--- src/rtl/planificador_sensores_pkg.sv ---
// Shared types and constants for the sensor scan controller.
package monitoreo_pkg;

  localparam int TEMP_W = 11;

  typedef logic signed [TEMP_W-1:0] temp_t;

  localparam temp_t TEMP_MIN_DEF = 11'sd10;
  localparam temp_t TEMP_MAX_DEF = 11'sd40;

  typedef enum logic [1:0] {
    REPOSO   = 2'd0,
    SOLICITA = 2'd1,
    ESPERA   = 2'd2,
    EVALUA   = 2'd3
  } estado_planif_t;

  function automatic logic en_rango(input temp_t t, input temp_t lo, input temp_t hi);
    return (t >= lo) && (t <= hi);
  endfunction

endpackage

--- src/rtl/planificador_sensores_if.sv ---
// Sensor front-end / actuator bus of the scan controller; master = controller side.
interface planificador_sensores_if
  import monitoreo_pkg::*;
#(
  parameter int N_CANALES = 4
);
  localparam int CW = $clog2(N_CANALES);

  logic                 habilitar;
  logic                 sol_valid;
  logic [CW-1:0]        sol_canal;
  logic                 dato_valid;
  temp_t                dato_temp;
  logic [N_CANALES-1:0] alerta_canal;
  logic [N_CANALES-1:0] falla_sensor;
  logic                 calefactor;
  logic                 ventilador;
  logic                 conflicto;
  logic [1:0]           estado_actual;

  modport master (
    input  habilitar, dato_valid, dato_temp,
    output sol_valid, sol_canal, alerta_canal, falla_sensor,
           calefactor, ventilador, conflicto, estado_actual
  );

  modport slave (
    output habilitar, dato_valid, dato_temp,
    input  sol_valid, sol_canal, alerta_canal, falla_sensor,
           calefactor, ventilador, conflicto, estado_actual
  );

endinterface

--- src/rtl/planificador_sensores_contador_canal.sv ---
// Per-channel persistence counter, direction, alarm and sensor-fault state.
module contador_canal
  import monitoreo_pkg::*;
#(
  parameter int    PERSIST  = 5,
  parameter temp_t TEMP_MIN = TEMP_MIN_DEF,
  parameter temp_t TEMP_MAX = TEMP_MAX_DEF
) (
  input  logic  clk,
  input  logic  rst,
  input  logic  evaluar_i,
  input  logic  sin_respuesta_i,
  input  temp_t temp_i,
  output logic  alerta_o,
  output logic  falla_o,
  output logic  alerta_d_o,
  output logic  dir_d_o
);

  localparam int CNT_W = $clog2(PERSIST + 1);
  localparam logic [CNT_W-1:0] CNT_MAX = CNT_W'(PERSIST);

  logic [CNT_W-1:0] cnt_q, cnt_d;
  logic             dir_q, dir_d;
  logic             alerta_q, alerta_d;
  logic             falla_q, falla_d;

  // NOTE: every next-state variable gets a default first so no path leaves it unassigned (no latch).
  always_comb begin
    cnt_d    = cnt_q;
    dir_d    = dir_q;
    alerta_d = alerta_q;
    falla_d  = falla_q;
    if (evaluar_i) begin
      if (sin_respuesta_i) begin
        falla_d = 1'b1;
      end else if (en_rango(temp_i, TEMP_MIN, TEMP_MAX)) begin
        cnt_d    = '0;
        alerta_d = 1'b0;
        falla_d  = 1'b0;
      end else begin
        // A cold/hot swing keeps counting; only an in-range sample restarts persistence.
        cnt_d    = (cnt_q == CNT_MAX) ? cnt_q : cnt_q + 1'b1;
        dir_d    = (temp_i > TEMP_MAX);
        alerta_d = (cnt_d == CNT_MAX);
        falla_d  = 1'b0;
      end
    end
  end

  always_ff @(posedge clk) begin
    if (rst) begin
      cnt_q    <= '0;
      dir_q    <= 1'b0;
      alerta_q <= 1'b0;
      falla_q  <= 1'b0;
    end else begin
      cnt_q    <= cnt_d;
      dir_q    <= dir_d;
      alerta_q <= alerta_d;
      falla_q  <= falla_d;
    end
  end

  assign alerta_o   = alerta_q;
  assign falla_o    = falla_q;
  assign alerta_d_o = alerta_d;
  assign dir_d_o    = dir_d;

endmodule

--- src/rtl/planificador_sensores.sv ---
// Round-robin sensor scan FSM with persistent alarms driving heater and fan.
// Optional ESPERA watchdog and sensor-fault flags: `define PLANIF_TIMEOUT_EN.
module planificador_sensores
  import monitoreo_pkg::*;
#(
  parameter int    N_CANALES = 4,
  parameter int    PERSIST   = 5,
  parameter temp_t TEMP_MIN  = TEMP_MIN_DEF,
  parameter temp_t TEMP_MAX  = TEMP_MAX_DEF,
  parameter int    TIMEOUT   = 15
) (
  input logic                      clk,
  input logic                      rst,
  planificador_sensores_if.master  bus
);

  localparam int CW = $clog2(N_CANALES);
  localparam logic [CW-1:0] ULTIMO = CW'(N_CANALES - 1);

  estado_planif_t       estado_q;
  logic [CW-1:0]        canal_q;
  logic                 sol_valid_q;
  temp_t                temp_q;
  logic                 sin_respuesta;
  logic [N_CANALES-1:0] evaluar, alerta_q, falla_q, alerta_d, dir_d;
  logic                 calefactor_q, ventilador_q, conflicto_q;
  logic                 frio, caliente;

`ifdef PLANIF_TIMEOUT_EN
  localparam int WAIT_W = (TIMEOUT > 1) ? $clog2(TIMEOUT) : 1;
  localparam logic [WAIT_W-1:0] WAIT_FIN = WAIT_W'(TIMEOUT - 1);
  logic [WAIT_W-1:0] espera_q;
  logic              timeout_q;
  assign sin_respuesta = timeout_q;
`else
  assign sin_respuesta = 1'b0;
`endif

  // NOTE: sequential state uses non-blocking assignments so every register samples pre-edge values.
  always_ff @(posedge clk) begin
    if (rst) begin
      estado_q    <= REPOSO;
      canal_q     <= '0;
      sol_valid_q <= 1'b0;
      temp_q      <= '0;
`ifdef PLANIF_TIMEOUT_EN
      espera_q    <= '0;
      timeout_q   <= 1'b0;
`endif
    end else begin
      sol_valid_q <= 1'b0;
      unique case (estado_q)
        REPOSO: begin
          if (bus.habilitar) begin
            estado_q    <= SOLICITA;
            sol_valid_q <= 1'b1;
          end
        end
        SOLICITA: begin
          estado_q <= ESPERA;
`ifdef PLANIF_TIMEOUT_EN
          espera_q  <= '0;
          timeout_q <= 1'b0;
`endif
        end
        ESPERA: begin
          if (bus.dato_valid) begin
            temp_q   <= bus.dato_temp;
            estado_q <= EVALUA;
          end
`ifdef PLANIF_TIMEOUT_EN
          else if (espera_q == WAIT_FIN) begin
            timeout_q <= 1'b1;
            estado_q  <= EVALUA;
          end else begin
            espera_q <= espera_q + 1'b1;
          end
`endif
        end
        EVALUA: begin
          canal_q <= (canal_q == ULTIMO) ? '0 : canal_q + 1'b1;
          if (bus.habilitar) begin
            estado_q    <= SOLICITA;
            sol_valid_q <= 1'b1;
          end else begin
            estado_q <= REPOSO;
          end
        end
        default: estado_q <= REPOSO;
      endcase
    end
  end

  for (genvar c = 0; c < N_CANALES; c++) begin : g_canal
    assign evaluar[c] = (estado_q == EVALUA) && (canal_q == CW'(c));

    contador_canal #(
      .PERSIST  (PERSIST),
      .TEMP_MIN (TEMP_MIN),
      .TEMP_MAX (TEMP_MAX)
    ) u_contador (
      .clk             (clk),
      .rst             (rst),
      .evaluar_i       (evaluar[c]),
      .sin_respuesta_i (sin_respuesta),
      .temp_i          (temp_q),
      .alerta_o        (alerta_q[c]),
      .falla_o         (falla_q[c]),
      .alerta_d_o      (alerta_d[c]),
      .dir_d_o         (dir_d[c])
    );
  end

  // Actuators follow next-state alarms so they land on the same edge as alerta_canal.
  always_comb begin
    frio     = |(alerta_d & ~dir_d);
    caliente = |(alerta_d & dir_d);
  end

  always_ff @(posedge clk) begin
    if (rst) begin
      calefactor_q <= 1'b0;
      ventilador_q <= 1'b0;
      conflicto_q  <= 1'b0;
    end else begin
      calefactor_q <= frio & ~caliente;
      ventilador_q <= caliente & ~frio;
      conflicto_q  <= frio & caliente;
    end
  end

  assign bus.sol_valid     = sol_valid_q;
  assign bus.sol_canal     = canal_q;
  assign bus.alerta_canal  = alerta_q;
  assign bus.falla_sensor  = falla_q;
  assign bus.calefactor    = calefactor_q;
  assign bus.ventilador    = ventilador_q;
  assign bus.conflicto     = conflicto_q;
  assign bus.estado_actual = estado_q;

endmodule

--- src/flat_wrapper.sv ---
// flat-port wrapper written by rule: the top's interface ports become plain ports
module planificador_sensores_flat import monitoreo_pkg::*;
#(
  parameter int    N_CANALES = 4,
  parameter int    PERSIST   = 5,
  parameter temp_t TEMP_MIN  = TEMP_MIN_DEF,
  parameter temp_t TEMP_MAX  = TEMP_MAX_DEF,
  parameter int    TIMEOUT   = 15
)
  (clk, rst, bus_habilitar, bus_dato_valid, bus_dato_temp, bus_sol_valid, bus_sol_canal, bus_alerta_canal, bus_falla_sensor, bus_calefactor, bus_ventilador, bus_conflicto, bus_estado_actual);
  planificador_sensores_if #(.N_CANALES(N_CANALES)) bus_i ();
  input logic clk;
  input logic rst;
  input wire logic [$bits(bus_i.habilitar)-1:0] bus_habilitar;
  input wire logic [$bits(bus_i.dato_valid)-1:0] bus_dato_valid;
  input wire logic [$bits(bus_i.dato_temp)-1:0] bus_dato_temp;
  output wire logic [$bits(bus_i.sol_valid)-1:0] bus_sol_valid;
  output wire logic [$bits(bus_i.sol_canal)-1:0] bus_sol_canal;
  output wire logic [$bits(bus_i.alerta_canal)-1:0] bus_alerta_canal;
  output wire logic [$bits(bus_i.falla_sensor)-1:0] bus_falla_sensor;
  output wire logic [$bits(bus_i.calefactor)-1:0] bus_calefactor;
  output wire logic [$bits(bus_i.ventilador)-1:0] bus_ventilador;
  output wire logic [$bits(bus_i.conflicto)-1:0] bus_conflicto;
  output wire logic [$bits(bus_i.estado_actual)-1:0] bus_estado_actual;
  assign bus_i.habilitar = bus_habilitar;
  assign bus_i.dato_valid = bus_dato_valid;
  assign bus_i.dato_temp = bus_dato_temp;
  assign bus_sol_valid = bus_i.sol_valid;
  assign bus_sol_canal = bus_i.sol_canal;
  assign bus_alerta_canal = bus_i.alerta_canal;
  assign bus_falla_sensor = bus_i.falla_sensor;
  assign bus_calefactor = bus_i.calefactor;
  assign bus_ventilador = bus_i.ventilador;
  assign bus_conflicto = bus_i.conflicto;
  assign bus_estado_actual = bus_i.estado_actual;
  planificador_sensores #(.N_CANALES(N_CANALES), .PERSIST(PERSIST), .TEMP_MIN(TEMP_MIN), .TEMP_MAX(TEMP_MAX), .TIMEOUT(TIMEOUT)) u_core (.clk(clk), .rst(rst), .bus(bus_i));
endmodule
--- config.mk ---
export PLATFORM = sky130hd
export DESIGN_NAME = planificador_sensores_flat
export DESIGN_NICKNAME = d
export VERILOG_FILES = /design/src/rtl/planificador_sensores_pkg.sv /design/src/rtl/planificador_sensores_if.sv /design/src/rtl/planificador_sensores_contador_canal.sv /design/src/rtl/planificador_sensores.sv /design/src/flat_wrapper.sv
export SDC_FILE = /design/constraint.sdc
export NUM_CORES = 1
export LEC_CHECK = 0
export ABC_CLOCK_PERIOD_IN_PS = 3300
export CORE_ASPECT_RATIO = 0.75
export CORE_UTILIZATION = 58
export DETAILED_ROUTE_END_ITERATION = 7
export PLACE_DENSITY = 0.9
export SLEW_MARGIN = 30
export SYNTH_ARGS = -nofsm -noshare
export SYNTH_HDL_FRONTEND = slang
export SYNTH_SLANG_ARGS = --single-unit
--- constraint.sdc ---
create_clock -name clk -period 3.3 [get_ports clk]
set_input_delay 0.33 -clock clk [delete_from_list [all_inputs] [get_ports clk]]
set_output_delay 0.33 -clock clk [all_outputs]
set_load 0.03 [all_outputs]
# == Yosys cells after proc, flatten, opt, wreduce, memory -nomap -nowiden ==
# Index checks and enable logic that the tools add are counted.
# totals
inputBits,15
elab_cells,95
regBits,39
# op_classes
reduce_logical,13
mux,30
add_sub_neg,5
order_cmp,3
n_eq_ne,16
n_bitwise,9
# ops
op,count
equality test 3 bit (second input constant),8
two-way mux 3 bit,8
two-way mux 1 bit,18
adder 3 x 1 -> 3 bit (second input constant),4
greater-or-equal comparator 11 x 5 -> 1 bit (second input constant),1
> comparator 11 x 7 -> 1 bit (second input constant),1
less-or-equal comparator 11 x 7 -> 1 bit (second input constant),1
bitwise AND 4 bit,2
equality test 2 bit (second input constant),4
one-hot mux 2 bit (4 select lines),1
OR reduction 4 bit,2
two-way mux 2 bit,3
logical AND 1 bit,5
equality test 2 x 1 -> 1 bit (second input constant),2
zero test 2 bit,2
!= test 2 bit (second input constant),2
inverter 4 bit,1
AND reduction 2 bit,2
OR reduction 2 bit,2
bitwise AND 1 bit,3
inverter 1 bit,3
adder 2 x 1 -> 2 bit (second input constant),1

# == Logic depth before layout (Yosys ltp) ==
# Gate-level depths: netlist (run 1).
# logic_depth
ltp_word,9
ltp_mapped,9
mapped_depth_nobuf,9

# == By module ==
# Synthesis (run 1) repeated with hierarchy kept, for this count alone.
# unflattened
hier_cells,283
area_unflattened_um2,2481.1
# by_module_without_submodules
mod,cells_each,seq_area_each_um2,instances,area_per_inst_um2
contador_canal,46,120.1,4,397.9
planificador_sensores,99,380.4,1,889.6

# == Worst setup path before layout (run 1) ==
# No wires, ideal clock.
# synth_timing
path_type,register -> register
start,reg u_core.estado_q[1] (netlist: u_core.bus.estado_actual[1])
end,reg u_core.calefactor_q (netlist: u_core.bus.calefactor)
period_less_slack_ns,2.312
setup_time_ns,0.088
slack_ns,0.988
path_stages_with_launch,9
arrival_ns,2.223
cell_sequence,dfxtp_1 ha_1 clkbuf_1 and2_1 nand2_1 a22o_1 a222oi_1 o21ai_1 a311oi_2
# synth_via
elab_chain_len,7
elab_cells_between_ends,20
# synth_lines
item,line_no,source
from (decl),planificador_sensores.sv:20,estado_planif_t estado_q;
from (signal assigned),planificador_sensores.sv:42,estado_q <= REPOSO;
from (signal assigned),planificador_sensores.sv:55,estado_q <= SOLICITA;
from (signal assigned),planificador_sensores.sv:60,estado_q <= ESPERA;
equality test 2 bit *,planificador_sensores.sv:95,assign evaluar[c] = (estado_q == EVALUA) && (canal_q == CW'(c));
logical AND 1 bit,planificador_sensores.sv:95,
two-way mux 1 bit,planificador_sensores_contador_canal.sv:34,if (evaluar_i) begin
inverter 4 bit / bitwise AND 4 bit (equally long branches),"planificador_sensores.sv:116, planificador_sensores.sv:117",
bitwise AND 4 bit / OR reduction 4 bit (equally long branches),"planificador_sensores.sv:116, planificador_sensores.sv:117",
OR reduction 4 bit / inverter 1 bit (equally long branches),"planificador_sensores.sv:116, planificador_sensores.sv:126",
bitwise AND 1 bit *,planificador_sensores.sv:126,calefactor_q <= frio & ~caliente;
to (signal assigned),planificador_sensores.sv:126,
to (decl),planificador_sensores.sv:26,"logic calefactor_q, ventilador_q, conflicto_q;"
# Every way passes the cells marked *; elsewhere a longest branch is shown, timed or not.
# A chain may end at the register's enable or synchronous reset.

# == Worst setup path in the final report (run 1) ==
# Same ends and word-level chain as after synthesis.

==> results of run 1 <==
## registers in the layout (all words and copies together) (netlist names)
register,cells
u_core.bus.calefactor,1
u_core.bus.conflicto,1
u_core.bus.estado_actual,2
u_core.bus.sol_canal,2
u_core.bus.sol_valid,1
u_core.bus.ventilador,1
u_core.g_canal.u_contador.alerta_o,4
u_core.g_canal.u_contador.cnt_q,12
u_core.g_canal.u_contador.dir_q,4
u_core.temp_q,11
## how the worst max path moves through the flow
stage                                      startpoint                     to  slack [ns]  cells past startpoint
after global routing      u_core.bus.estado_actual[1]  u_core.bus.calefactor        0.56                      7
after detailed placement  u_core.bus.estado_actual[1]  u_core.bus.calefactor        0.84                      7
after floorplan           u_core.bus.estado_actual[1]  u_core.bus.calefactor        0.99                      8
after CTS                 u_core.bus.estado_actual[1]  u_core.bus.calefactor        0.82                      7
after global placement    u_core.bus.estado_actual[1]  u_core.bus.calefactor        1.02                      7
final                     u_core.bus.estado_actual[1]  u_core.bus.calefactor        0.80                      7
## report_power, final
part	internal [W]	switching, W	leakage, nW	total [W]
Combinational	0.000128	0.000197	0.523	0.000325
Sequential	0.000506	0.0000336	0.315	0.000540
Clock	0.000191	0.000160	0.0515	0.000350
Total	0.000825	0.000390	0.890	0.00122
## layout make-up
cell class              instances  area (um2)  share of cell area (%)
multi-input cells             190        1160                    48.3
flip-flops and latches         39         781                    32.4
repair buffers                 27         268                    11.1
clock buffers                   8         100                    4.15
well taps                      40        50.0                    2.08
inverters                      13        48.8                    2.02
## cells by family after synthesis
kind of cell	Yosys count
fa+ha+maj	16
other cells	1
simple gates	99
flops	39
compound gates	66
buf+inv	31
mux	5
## worst max-delay path: stages, from the launching register on
cell and delay [ns]:
dfxtp_1 0.41, ha_1 0.43, and2_1 0.37, nor2b_1 0.09, a31o_2 0.25, a222oi_1 0.41, o21ai_1 0.18, a311oi_2 0.26
## routing by layer
| layer | wire, um | up-vias | GRT usage, % |
|---|---|---|---|
| met1 | 2070 | 797 | 31.2 |
| li1 | - | 924 | - |
| met2 | 1760 | 36 | 40.0 |
| met5 | 0 | - | 0 |
| met3 | 208 | 9 | 5.24 |
| met4 | 42 | 0 | 10.0 |
## placed cells by master (no fill, tap or decap), types with 5 or more instances in the layout
cell type        Yosys  final
inv_1               13     13
clkdlybuf4s50_1      0     26
a31oi_1              5      5
and2_1              10     10
o21ai_0              7      7
a21oi_1             26     26
nand2_1             40     40
nor2_1              23     23
clkbuf_8             0      7
ha_1                16     16
nor2b_1              5      5
dfxtp_1             39     39
## stage by stage
step / power, W / cell area [um2] / util [%]
final: 0.00122 / 2410 / 71.8
after global routing: 0.00129 / 2410 / 71.8
after CTS: 0.00123 / 2410 / 71.8
after detailed placement: 0.000877 / 2310 / 68.9
after global placement: 0.000859 / 2310 / 68.9
after floorplan: 0.000779 / 2100 / -
==> run_results.csv, run 1 <==
group,metric,value,unit
critical_path,r2r_slack,0.80,ns
logic_synthesis,synth_edf_count,0,
logic_synthesis,netlist_top_cells_area,"dfxtp_1, ha_1, nand2_1",
logic_synthesis,synth_seq_cells,39,
placed_design,place_inst,309,
outcome,outcome,"finished, violations left",
die,rows,18,
global_route,grt_max_degree,24,
routing,vias,1766,
placed_design,gp_congestion,0.852,
logic_synthesis,synth_top_family_by_area,"simple AND/OR/NAND/NOR gates",
cts,cts.sinks,39,
global_route,grt_pass1_wl,7.11,mm
placed_design,place.port_buffers,26,
placed_design,hpwl,2.96,mm
critical_path,cp_max_fo,11,
cts,cts_hold_buf,0,
die,dieWidth,71.3,um
sta,finalCritPeriodShare,75.7,%
logic_synthesis,ys_top_cells_by_count,"nand2_1, dfxtp_1, a21oi_1, nor2_1, ha_1",
cts,cts_max_level,2,
logic_synthesis,ys.flop_type,"dfxtp_1",
outcome,violations,"DRC",
die,ios,31,
sta,setup_viol,0,
sta,layout_min_cycle_time,2.50,ns
min_path,min_path_cells,2,
die,core,3360,um2
sta,maxSlewViolCount,0,
logic_synthesis,yosys.area_share.simple,22.7,%
global_route,grt_pass1_vias,1620,
layout,drive_gt1_share,4.69,%
routing,drc,2,
critical_path,arrival,2.69,ns
cts,numCtsBuffers,5,
layout,nets,307,
cts,clkLatencyLatePin,0.30,ns
logic_synthesis,synth.top_cell.area_share,37.4,%
die,floorplan.initialDensity,62.2,%
sta,max_freq,0.400,GHz
logic_synthesis,async_reset_ff_share,0,%
critical_path,reg2reg_to,"u_core.bus.calefactor",
logic_synthesis,ys_seq_area_share,37.4,%
cts,cts_root_buffer,"clkbuf_8",
logic_synthesis,yosysMostFrequentCell,"nand2_1",
placed_design,dp_slack,0.844,ns
routing,ant_nets,0,
cts,clk_pin_slew,0.07,ns
die,dieArea,3840,um2
min_path,holdCritPathClass,"register to register",
routing,wl_per_cell,12.9,um
sta,tns,0,ns
sta,holdWs,0.458,ns
sta,skew,0.00649,ns
sta,slew_headroom,39.2,%
logic_synthesis,synthXorXnorAreaFrac,0,%
critical_path,r2r_start,"u_core.bus.estado_actual[1]",
cts,post_cts_buffers,0,
pwr,pwr_density_cell,504,nW/um2
logic_synthesis,synth.distinct_cells,42,
logic_synthesis,synthMuxAreaShare,2.46,%
critical_path,cp-end-kind,"register",
critical_path,crit_type,"register to register",
routing,first_iter_violations,100,
critical_path,critPathLaunchType,"register",
pwr,peakVddDrop,0.000290,V
cts,cts_resized,0,
sta,rsz0062_at_grt,"no",
sta,finalWorstSetupSlack,0.801,ns
routing,viasPerCell,5.57,
global_route,grt_overflow_total,0,
routing,drt-total-wl,4.08,mm
logic_synthesis,ys_warn_count,0,
critical_path,worst-r2r-cell-count,7,
logic_synthesis,synthAdderAreaFrac,9.59,%
logic_synthesis,synth_compound_area_share,20.3,%
layout,layout.cells.non_filler,317,
min_path,min_from,"u_core.temp_q[0]",
run,maxCapViolCount,0,
sta,hold_viol,0,
min_path,holdPathEnd,"u_core.temp_q[0]",
pwr,power.static_leakage,0.890,nW
logic_synthesis,syn-cell-area,2090,um2
cts,cts.path.max_buffers,2,
global_route,antenna_found_initial,0,
sta,tightest_slew,0.910,ns
logic_synthesis,postSynthAreaPerCell,8.12,um2
critical_path,cp.required,3.49,ns
layout,area_delta_synth_final,15.5,%
cts,cts_tree,"built",
routing,firstDrtPassIters,6,
logic_synthesis,synthCells,257,
die,die_h,54.0,um
layout,fillers,253,
logic_synthesis,synth_top_cell_by_area,"dfxtp_1",
layout,diodes,0,
global_route,track_usage,24.2,%
(Power assumes the default switching activity.)
==> inputs of run 2 (changes only) <==
ABC_CLOCK_PERIOD_IN_PS = 2400   (was 3300)
CORE_UTILIZATION = 54   (was 58)
PLACE_DENSITY = 0.85   (was 0.9)
clock period = 2.4 ns   (was 3.3 ns; I/O delays follow)
==> run_results.csv, run 2 (synthesized netlist as in run 1, its figures left out) <==
group,metric,value,unit
cts,cts_hold_buf,0,
routing,wl_per_cell,13.0,um
placed_design,gp_congestion,0.841,
critical_path,cp.required,2.60,ns
sta,skew,0.00397,ns
layout,biggestRegsByFlops,"u_core.g_canal.u_contador.cnt_q (12), u_core.temp_q (11)",
critical_path,crit_path_top_delay_cell,"a222oi_1",
cts,cts_resized,0,
global_route,grt_overflow_total,0,
global_route,track_usage,23.7,%
die,core,3680,um2
critical_path,reg2reg_to,"u_core.bus.calefactor",
placed_design,hpwl,3.24,mm
sta,rsz0062_at_grt,"no",
layout,nets,311,
critical_path,cpMostUsedCell,"o21ai_1",
placed_design,place.port_buffers,26,
die,dieArea,4120,um2
placed_design,placed_area,2360,um2
cts,cts.path.max_buffers,2,
die,die_h,55.8,um
pwr,pwr_density_cell,684,nW/um2
sta,slew_headroom,65.5,%
layout,area_delta_synth_final,18.4,%
cts,post_cts_buffers,0,
layout,stdcell_area,2470,um2
layout,diodes,0,
routing,firstDrtPassIters,4,
cts,cts_max_level,2,
cts,clk_pin_slew,0.07,ns
sta,finalCritPeriodShare,93.9,%
cts,cts.sinks,39,
sta,max_freq,0.444,GHz
die,rows,19,
layout,final_util,67.1,%
sta,maxSlewViolCount,0,
critical_path,worst-r2r-cell-count,7,
routing,drt-total-wl,4.33,mm
critical_path,arrival,2.45,ns
routing,drc,0,
critical_path,r2r_slack,0.15,ns
global_route,antenna_found_initial,0,
sta,tns,0,ns
critical_path,cp-startpoint,"u_core.temp_q[8]",
critical_path,crit_type,"register to register",
critical_path,cp_max_fo,7,
layout,drive_gt1_share,7.12,%
layout,largest_reg_flops,12,
pwr,peakVddDrop,0.000428,V
min_path,holdPathEnd,"u_core.temp_q[0]",
layout,fillers,308,
global_route,grt_pass1_wl,7.50,mm
outcome,outcome,"complete, no violations",
cts,cts_tree,"built",
die,floorplan.initialDensity,56.6,%
min_path,min_from,"u_core.temp_q[0]",
cts,numCtsBuffers,5,
critical_path,critical_path.top_delay_family,"compound AO/OA/AOI/OAI gates",
cts,cts_root_buffer,"clkbuf_8",
sta,hold_viol,0,
routing,first_iter_violations,92,
sta,setup_viol,0,
sta,tightest_slew,0.516,ns
layout,multiInputGateArea,1180,um2
critical_path,cp-end-kind,"register",
layout,final_common_cell,"nand2_1",
pwr,power.static_leakage,0.914,nW
routing,viasPerCell,5.45,
run,maxCapViolCount,0,
critical_path,critPathLaunchType,"register",
die,ios,31,
routing,ant_nets,0,
global_route,grt_pass1_vias,1684,
min_path,min_path_cells,2,
cts,clkLatencyLatePin,0.29,ns
layout,final_cell_mix,"nand2_1, dfxtp_1, a21oi_1, clkdlybuf4s50_1, nor2_1",
critical_path,slowest_delay,0.43,ns
min_path,holdCritPathClass,"register to register",
layout,register_area,781,um2
sta,layout_min_cycle_time,2.25,ns
critical_path,r2r_start,"u_core.temp_q[8]",
critical_path,path_cells,"nor4_4 -> o21ai_1 -> or2_4 -> a31o_2 -> a222oi_1 -> o21ai_1 -> a311oi_2",
layout,top_register,"u_core.g_canal.u_contador.cnt_q",
die,dieWidth,73.8,um
routing,vias,1816,
critical_path,crit_buf_inv,0,
global_route,grt_max_degree,16,
[run 2: how the worst max path moves through the flow]
stage	endpoint	depth (start not counted)
after floorplan	u_core.bus.calefactor	8
after global placement	u_core.bus.calefactor	7
after detailed placement	u_core.bus.calefactor	7
after CTS	u_core.bus.calefactor	7
after global routing	u_core.bus.calefactor	9
final	u_core.bus.calefactor	7
[run 2: layout make-up]
type,count,area share (%)
clock buffers,8,4.05
inverters,13,1.97
multi-input cells,190,47.7
flip-flops and latches,39,31.6
well taps,52,2.63
repair buffers,31,12.1
[run 2: report_power, final]
part	total (W)	leakage [nW]	switching, W	internal, W
logic	0.000459	0.547	0.000268	0.000191
registers	0.000745	0.315	0.0000489	0.000696
clock network	0.000487	0.0515	0.000224	0.000262
total	0.00169	0.914	0.000542	0.00115
[run 2: metal layers]
metal  global-route usage (%)  up-vias  part of all wire (%)
met4                     8.24        0                   1.2
met5                        0        -                     0
met2                     35.9       36                    44
met3                     4.35        5                   4.8
li1                         -      936                     -
met1                     33.6      839                    50
[run 2: worst min-delay path: stages, from the launching register on]
cell	delay, ns
dfxtp_1	0.31
nand2_1	0.05
a21oi_1	0.05
[run 2: stage by stage]
step | setup WS (ns) | total power, W | hold WS (ns) | instances
floorplan | 0.0884 | 0.00107 | 0.376 | 260
global placement | 0.233 | 0.00119 | 0.450 | 325
detailed placement | 0.0774 | 0.00120 | 0.450 | 325
CTS | 0.0633 | 0.00169 | 0.461 | 333
global route | 0.0258 | 0.00179 | 0.501 | 333
finish | 0.147 | 0.00169 | 0.461 | 333
